===== config.mk =====
export PLATFORM = sky130hd
export DESIGN_NAME = bist_scheduler
export DESIGN_NICKNAME = d
export VERILOG_FILES = /design/src/rtl/bist_pkg.sv /design/src/rtl/bist_watchdog.sv /design/src/rtl/bist_scheduler.sv
export SDC_FILE = /design/constraint.sdc
export NUM_CORES = 1
export LEC_CHECK = 0
export CORE_MARGIN = 2
export CORE_UTILIZATION = 40
export CTS_CLUSTER_SIZE = 10
export DETAILED_ROUTE_END_ITERATION = 7
export DONT_BUFFER_PORTS = 1
export HOLD_SLACK_MARGIN = 0.02
export PLACE_DENSITY = 0.67
export RECOVER_POWER = 25
export SYNTH_ARGS = -nofsm -noshare
export SYNTH_HDL_FRONTEND = slang
export SYNTH_SLANG_ARGS = --single-unit

===== constraint.sdc =====
create_clock -name clk -period 1.7 [get_ports clk]
set_input_delay 0.085 -clock clk [delete_from_list [all_inputs] [get_ports clk]]
set_output_delay 0.085 -clock clk [all_outputs]
set_load 0.1 [all_outputs]

===== src/rtl/bist_pkg.sv =====
// Shared constants and state encoding for the BIST scheduler and controller.
package bist_pkg;

    localparam int unsigned N_MAX       = 8;
    localparam int unsigned M_MAX       = 9;
    localparam int unsigned TIMEOUT_DEF = 200;

    localparam logic [2:0] S_IDLE  = 3'd0;
    localparam logic [2:0] S_CLR   = 3'd1;
    localparam logic [2:0] S_START = 3'd2;
    localparam logic [2:0] S_WAIT  = 3'd3;
    localparam logic [2:0] S_NEXT  = 3'd4;
    localparam logic [2:0] S_DONE  = 3'd5;

    typedef enum logic [2:0] {
        ST_IDLE  = S_IDLE,
        ST_CLR   = S_CLR,
        ST_START = S_START,
        ST_WAIT  = S_WAIT,
        ST_NEXT  = S_NEXT,
        ST_DONE  = S_DONE
    } state_t;

endpackage


===== src/rtl/bist_watchdog.sv =====
// Per-CUT watchdog: counts WAIT cycles and flags the last allowed one.
module bist_watchdog #(
    parameter int unsigned TO_W    = 8,
    parameter int unsigned TIMEOUT = 200
) (
    input  logic clk,
    input  logic reset,
    input  logic clr,
    input  logic en,
    output logic expired_c
);

    logic [TO_W-1:0] wdog;

    // Cycle counter, cleared at each controller start.
    always_ff @(posedge clk or posedge reset) begin
        if (reset) begin
            wdog <= '0;
        end else if (clr) begin
            wdog <= '0;
        end else if (en) begin
            wdog <= wdog + TO_W'(1);
        end
    end

    assign expired_c = (wdog == TO_W'(TIMEOUT - 1));

endmodule


===== src/rtl/bist_scheduler.sv =====
// Sequences the shared BIST controller over every CUT enabled in cut_mask.
module bist_scheduler
    import bist_pkg::*;
#(
    parameter int unsigned NUM_CUT = 4,
    parameter int unsigned SEL_W   = 2,
    parameter int unsigned TIMEOUT = TIMEOUT_DEF,
    parameter int unsigned TO_W    = 8
) (
    input  logic               clk,
    input  logic               reset,
    input  logic               go,
    input  logic [NUM_CUT-1:0] cut_mask,
    input  logic               sig_ok,
    input  logic               ctrl_running,
    input  logic               ctrl_bist_end,
    output logic               ctrl_reset,
    output logic               ctrl_start,
    output logic [SEL_W-1:0]   cut_sel,
    output logic               busy,
    output logic               done,
    output logic [NUM_CUT-1:0] pass_vec,
    output logic               fail,
    output logic               timeout_err
);

    state_t             state;
    logic               go_q;
    logic [NUM_CUT-1:0] mask_q;
    logic               go_edge_c;
    logic               expired_c;
    logic [SEL_W-1:0]   first_sel_c;
    logic [SEL_W-1:0]   next_sel_c;
    logic               has_next_c;
    logic [NUM_CUT-1:0] pv_new_c;

    // Running flag is informational only; completion is taken from bist_end.
    logic unused_running;
    assign unused_running = ctrl_running;

    assign go_edge_c = go & ~go_q;

    bist_watchdog #(
        .TO_W    (TO_W),
        .TIMEOUT (TIMEOUT)
    ) u_wdog (
        .clk       (clk),
        .reset     (reset),
        .clr       (state == ST_START),
        .en        (state == ST_WAIT),
        .expired_c (expired_c)
    );

    // Lowest set bit of the incoming mask, and next set bit above cut_sel.
    always_comb begin
        first_sel_c = '0;
        next_sel_c  = '0;
        has_next_c  = 1'b0;
        for (int i = int'(NUM_CUT) - 1; i >= 0; i--) begin
            if (cut_mask[i]) begin
                first_sel_c = SEL_W'(i);
            end
            if (mask_q[i] && (SEL_W'(i) > cut_sel)) begin
                next_sel_c = SEL_W'(i);
                has_next_c = 1'b1;
            end
        end
    end

    // Result vector with the current CUT's verdict merged in (timeout scores 0).
    always_comb begin
        pv_new_c          = pass_vec;
        pv_new_c[cut_sel] = ctrl_bist_end & sig_ok;
    end

    // Session FSM with registered controller handshake and result outputs.
    always_ff @(posedge clk or posedge reset) begin
        if (reset) begin
            state       <= ST_IDLE;
            go_q        <= 1'b0;
            mask_q      <= '0;
            ctrl_reset  <= 1'b1;
            ctrl_start  <= 1'b0;
            cut_sel     <= '0;
            busy        <= 1'b0;
            done        <= 1'b0;
            pass_vec    <= '0;
            fail        <= 1'b0;
            timeout_err <= 1'b0;
        end else begin
            go_q       <= go;
            ctrl_start <= 1'b0;
            case (state)
                ST_IDLE, ST_DONE: begin
                    ctrl_reset <= 1'b1;
                    if (go_edge_c) begin
                        mask_q      <= cut_mask;
                        pass_vec    <= '0;
                        fail        <= 1'b0;
                        timeout_err <= 1'b0;
                        if (|cut_mask) begin
                            cut_sel <= first_sel_c;
                            busy    <= 1'b1;
                            done    <= 1'b0;
                            state   <= ST_CLR;
                        end else begin
                            busy  <= 1'b0;
                            done  <= 1'b1;
                            state <= ST_DONE;
                        end
                    end
                end
                ST_CLR: begin
                    ctrl_reset <= 1'b1;
                    busy       <= 1'b1;
                    state      <= ST_START;
                end
                ST_START: begin
                    ctrl_reset <= 1'b0;
                    ctrl_start <= 1'b1;
                    state      <= ST_WAIT;
                end
                ST_WAIT: begin
                    if (ctrl_bist_end || expired_c) begin
                        pass_vec   <= pv_new_c;
                        fail       <= |(mask_q & ~pv_new_c);
                        ctrl_reset <= 1'b1;
                        state      <= ST_NEXT;
                        if (!ctrl_bist_end) begin
                            timeout_err <= 1'b1;
                        end
                    end
                end
                ST_NEXT: begin
                    ctrl_reset <= 1'b1;
                    if (has_next_c) begin
                        cut_sel <= next_sel_c;
                        state   <= ST_CLR;
                    end else begin
                        busy  <= 1'b0;
                        done  <= 1'b1;
                        state <= ST_DONE;
                    end
                end
                default: begin
                    ctrl_reset <= 1'b1;
                    state      <= ST_IDLE;
                end
            endcase
        end
    end

endmodule

# Word level (Yosys, flattened, before mapping)
# Cells that the tools add are included.
[totals] register_bits=28 inputBits=10 output_inout_bits=12 wordCells=103
[op_classes] addsub=1 order_cmp=6 eq_ne=12 muxes=46 bitwise=5 n_reduce_logical=21
[ops] cell="$mux 2" n=11
[ops] cell="$mux 1" n=17
[ops] cell="$mux 8" n=2
[ops] cell="$pmux 3 s5" n=1
[ops] cell="$mux 3" n=4
[ops] cell="$ne 2x2->1 const B" n=6
[ops] cell="$reduce_and 3->1" n=3
[ops] cell="$add 8x1->8 const B" n=1
[ops] cell="$eq 8x8->1 const B" n=1
[ops] cell="$mux 4" n=2
[ops] cell="$pmux 1 s2" n=4
[ops] cell="$pmux 4 s2" n=1
[ops] cell="$reduce_and 4->1" n=2
[ops] cell="$reduce_or 4->1" n=2
[ops] cell="$eq 3x2->1 const B" n=2
[ops] cell="$eq 3x3->1 const B" n=2
[ops] cell="$reduce_bool 2->1" n=3
[ops] cell="$logic_and 1x1->1" n=5
[ops] cell="$and 4x4->4" n=1
[ops] cell="$bwmux 4" n=1
[ops] cell="$gt 1x2->1 const A" n=2
[ops] cell="$gt 2x2->1 const A" n=2
[ops] cell="$not 4->4" n=1
[ops] cell="$pmux 2 s2" n=1
[ops] cell="other kinds (12)" n=14

# Depth between registers and ports, before layout
[depth] ltp_word=10 depth_mapped=6 mapped_depth_nobuf=6

# Modules after synthesis
# Synthesis repeated with hierarchy kept, for this count alone.
[hier_totals] hier_cells=166 area_unflattened_um2=1574.0
[modules_own_cells] module="bist_scheduler" n_inst=1 cells_each=126 area_each_um2=1167.4 seq_area_each_um2=501.7
[modules_own_cells] module="bist_watchdog" n_inst=1 cells_each=40 area_each_um2=406.6 seq_area_each_um2=200.2

# Worst setup path after synthesis
# Ideal clock, no wire load.
[synth_path] path_type="register to register" from="register cut_sel[0]" to="register fail" setup_time_ps=125 arrival_ps=2133 t_required_ps=1575 setup_slack_ps=-558 path_stages_with_launch=7 n_path_buf=1 synth_period_minus_slack_ps=2258 path_cell_list="dfrtp_1 -> buf_4 -> inv_1 -> or3_1 -> and3_1 -> a311o_1 -> a2bb2oi_1"
[synth_via] elab_chain_cells=10 elab_cells_between_ends=11 classes_between="2 x order compare; 5 x mux; 2 x bitwise; 2 x reduce/logical"
[synth_rtl] item="start, declared" line_no="bist_scheduler.sv:19" rtl="output logic [SEL_W-1:0] cut_sel,"
[synth_rtl] item="start signal, assigned" line_no="bist_scheduler.sv:102" rtl="cut_sel <= first_sel_c;"
[synth_rtl] item="start signal, assigned" line_no="bist_scheduler.sv:137" rtl="cut_sel <= next_sel_c;"
[synth_rtl] item="$lt 2x3->1 (not written as such) / $ge 2x1->1 (equally long branches)" line_no="bist_scheduler.sv:73" rtl="pv_new_c[cut_sel] = ctrl_bist_end & sig_ok;"
[synth_rtl] item="$logic_and 1x1->1 (not written as such)" line_no="bist_scheduler.sv:73"
[synth_rtl] item="$mux 1 (not written as such)" line_no="bist_scheduler.sv:73"
[synth_rtl] item="$demux 1 s2 (*)" line_no="bist_scheduler.sv:73"
[synth_rtl] item="$bwmux 4 (*)" line_no="bist_scheduler.sv:73"
[synth_rtl] item="$not 4->4 (*)" line_no="bist_scheduler.sv:126" rtl="fail <= |(mask_q & ~pv_new_c);"
[synth_rtl] item="$and 4x4->4 (*)" line_no="bist_scheduler.sv:126"
[synth_rtl] item="$reduce_or 4->1 (*)" line_no="bist_scheduler.sv:126"
[synth_rtl] item="$mux 1 (*)" line_no="bist_scheduler.sv:124" rtl="if (ctrl_bist_end || expired_c) begin"
[synth_rtl] item="$pmux 1 s2 (*)" line_no="bist_scheduler.sv:93" rtl="case (state)"
[synth_rtl] item="end signal, assigned" line_no="bist_scheduler.sv:126"
[synth_rtl] item="end, declared" line_no="bist_scheduler.sv:23" rtl="output logic fail,"
# Mark *: on every way between the ends. The rest lies on a longest branch, timed or not. The select of a mux whose other input is x is not followed.
# A chain may end at the register's enable or synchronous reset.

# Worst setup path after layout
[layout_path] from="register cut_sel[0]" to="register cut_sel[0]"
[layout_via] elab_chain_cells=8 elab_cells_between_ends=20 classes_between="4 x order compare; 1 x eq/ne; 10 x mux; 5 x reduce/logical"
[layout_rtl] item="$gt 2x2->1" line_no="bist_scheduler.sv:63" rtl="if (mask_q[i] && (SEL_W'(i) > cut_sel)) begin"
[layout_rtl] item="$logic_and 1x1->1" line_no="bist_scheduler.sv:63"
[layout_rtl] item="$mux 1 / $mux 2 (equally long branches) (4 in a row)" line_no="bist_scheduler.sv:63"
[layout_rtl] item="$ne 2x2->1 (no source line) / $mux 2 (equally long branches)"
[layout_rtl] item="$reduce_and 4->1 (no source line) / $pmux 2 s2 (equally long branches)"
# Parallel ways exist; a longest one is shown, timed or not. The select of a mux whose other input is x is not followed.

==> results by group <==
Logic synthesis
  – Most frequent cell after synthesis: dfrtp_1
  – Post-synth EDFFs: 0
  – Largest cells by area after synthesis: dfrtp_1 44%, nand2_1 5.8%, o21ai_0 4.8%
  – Synthesized cell area: 1550 sq um
  – FFs w/ async S/R, synth: 100%
  – Synth cell types: between 50 and 60
  – Post-Syn Nets: 177
  – Synthesized area per cell: 9.35 sq um
  – Seq/Total Area, Yosys: 45.2%
  – Yosys top cell by area: dfrtp_1
  – Synth Flop Type: dfrtp_1
  – Yosys synthesis warning count: 0
  – Synth top area share: approximately 44%
  – Synth cell count leaders: 27 x dfrtp_1, 24 x nand2_1, 15 x o21ai_0
  – Syn Inst Count: ~170
  – Seq cells post-synth: 28

Floorplanning
  – # IOs: 22
  – Starting density of the core: 42.1%
  – Die width: 66.3 um
  – Std cell rows: 22
  – Chip Height: 66.3 um
  – Core Box Area: 3690 sq um
  – Die area: 4400 sq um

Routing
  – WL/cell: 14.6 um
  – Vias per Instance: around 5.6
  – Initial drt markers: 154
  – Post-route ant nets: 0
  – Residual DRC: 0
  – Detailed Routing Iterations Pass 1: 4
  – Via count: roughly 1400
  – WL final: 3700 um

Global routing
  – First-pass GRT wire length: 6250 um
  – All-Layer GR Usage: 18.7%
  – Initial antenna violation count: 0
  – Overflow after GRT: 0
  – Vias in the first global route: 1342
  – Largest net degree at the start of global routing: 20

Clock network
  – Maximum clock path buffer count: 2
  – Clock Latency Late Sink: 0.28 ns
  – CTS tree: yes
  – Clk sink count: 28
  – H-tree lvl count: 1
  – Root buffer cell: clkbuf_8
  – CTS Buf Count: 3
  – Clock transition at path regs: about 0.09 ns

STA
  – Measured slew at the worst slew-check pin: 0.740 ns
  – Worst slew margin: 50.6%
  – Final worst-path cycle share: 103%
  – Maximum clock rate: roughly 570 MHz
  – Final hold slack: 0.0565 ns
  – RSZ-0062 raised after global routing: yes
  – Hold Vio Cnt, Final: 0
  – Setup Skew: 0.00199 ns
  – Final WS setup: -0.0576 ns
  – Final Max Slew Viols: 0
  – # setup viols final: 2
  – Tmin final: 1.76 ns

Setup path
  – WP data arrival: 1.93 ns
  – Crit-path max cell delay: 0.51 ns
  – CP required: around 1.9 ns
  – Critical path class: reg -> reg
  – Worst-path maximum fanout: 5
  – Critical Path Start Type: register
  – Worst path slowest cell: dfrtp_4
  – Worst path top cell family by delay: flip-flops
  – Worst Path Buf+Inv: 0
  – Critical path cell sequence: nand2b_4, a2111oi_4, a21oi_1, nor2_1, mux2_4
  – CP Capture Type: register

Final layout
  – ANT cells: 0
  – Fillers: 354
  – Synth-to-layout area growth: 29.8%
  – Core Util, Final: 54.6%
  – Fin nets: 217
  – Non-filler instance count after layout: 253
  – Fraction of layout cells with a size suffix above 1: 30.2%

Place
  – Dpl hpwl: 2750 um
  – GP Congestion: 0.886
  – IO buf count: 0
  – Dpl cells: 238

Run
  – Max_cap viols: 0

Min path
  – HP Class: in -> reg

Run status
  – Status: complete, but fails checks
  – Violated checks: negative setup slack
final cells by class:
cell class | instances | area [sq um] | share of cell area [%]
clock buffers | 4 | 55.1 | 2.73
well taps | 48 | 60.1 | 2.98
inverters | 7 | 30.0 | 1.49
multi-input cells | 126 | 841 | 41.7
flip-flops and latches | 28 | 708 | 35.1
repair buffers | 40 | 322 | 16.0
routing by layer:
| layer | global-route usage, % | up-vias | routed length (um) |
|---|---|---|---|
| met4 | 4.59 | 0 | 38 |
| met2 | 30.6 | 31 | 1830 |
| met5 | 0 | - | 0 |
| li1 | - | 677 | - |
| met3 | 3.75 | 6 | 164 |
| met1 | 25.3 | 698 | 1670 |
stage by stage:
step | area (sq um) | TNS (ns) | worst slack, ns
CTS | 1940 | -0.0150 | -0.0150
global route | 2020 | -0.293 | -0.109
global placement | 1800 | 0 | 0.00954
detailed placement | 1800 | 0 | 0.0149
floorplan | 1560 | -0.594 | -0.221
finish | 2020 | -0.0711 | -0.0576
path summary, 6_finish.rpt:
kind / endpoint / cells after the start / slack [ns] / startpoint
max: cut_sel[0] / 5 / -0.06 / cut_sel[0]
min in group asynchronous: u_wdog.wdog[5] / 2 / 0.36 / reset
min: pass_vec[3] / 3 / 0.06 / sig_ok
max reg2reg: cut_sel[0] / 5 / -0.06 / cut_sel[0]
min reg2reg: timeout_err / 2 / 0.50 / timeout_err
max in group asynchronous: state[2] / 3 / 0.76 / reset
state kept, by name, indices dropped and copies added (netlist names), 2 cells and up:
| name | cells |
|---|---|
| cut_sel | 2 |
| mask_q | 4 |
| pass_vec | 4 |
| state | 3 |
| u_wdog.wdog | 8 |
tightest hold or removal path, stage by stage:
cell	delay, ns
nand2_2	0.07
or3_1	0.10
o21ai_1	0.05
placed cells by master, fill, tap and decap left out, drive strengths merged, types with 3 or more instances in the layout:
cell type / n
o21ai: 17
a21o: 3
buf: 33
a21oi: 4
nor3: 7
nand2: 25
inv: 6
nor2b: 3
dlygate4sd3: 7
dfrtp: 27
clkbuf: 4
a31oi: 3
nand3: 6
mux2: 5
nor2: 10
o22ai: 3
nand2b: 5
cells by family (layout without fill, tap and decap cells):
family | after synthesis | in the layout | share of synthesized area (%)
xor gates and xnor gates | 2 | 2 | 1.13
and+or+nand+nor | 68 | 68 | 22.6
AOI/OAI and AO/OA | 48 | 48 | 21.6
DFF | 28 | 28 | 45.2
buffers and inverters | 12 | 51 | 3.79
adders and majority gates | 1 | 1 | 0.806
muxes | 7 | 7 | 4.92
what timing repair did:
item	in CTS	in global routing
hold buffers	7	0
gates resized for setup	0	15
setup endpoints to repair	1	10
pin swaps	3	1
endpoints found under the hold margin	22	0
setup buffers	2	3
Power is not shown: default switching activity piles up to over one toggle a cycle in this logic, so the estimate is an artifact.
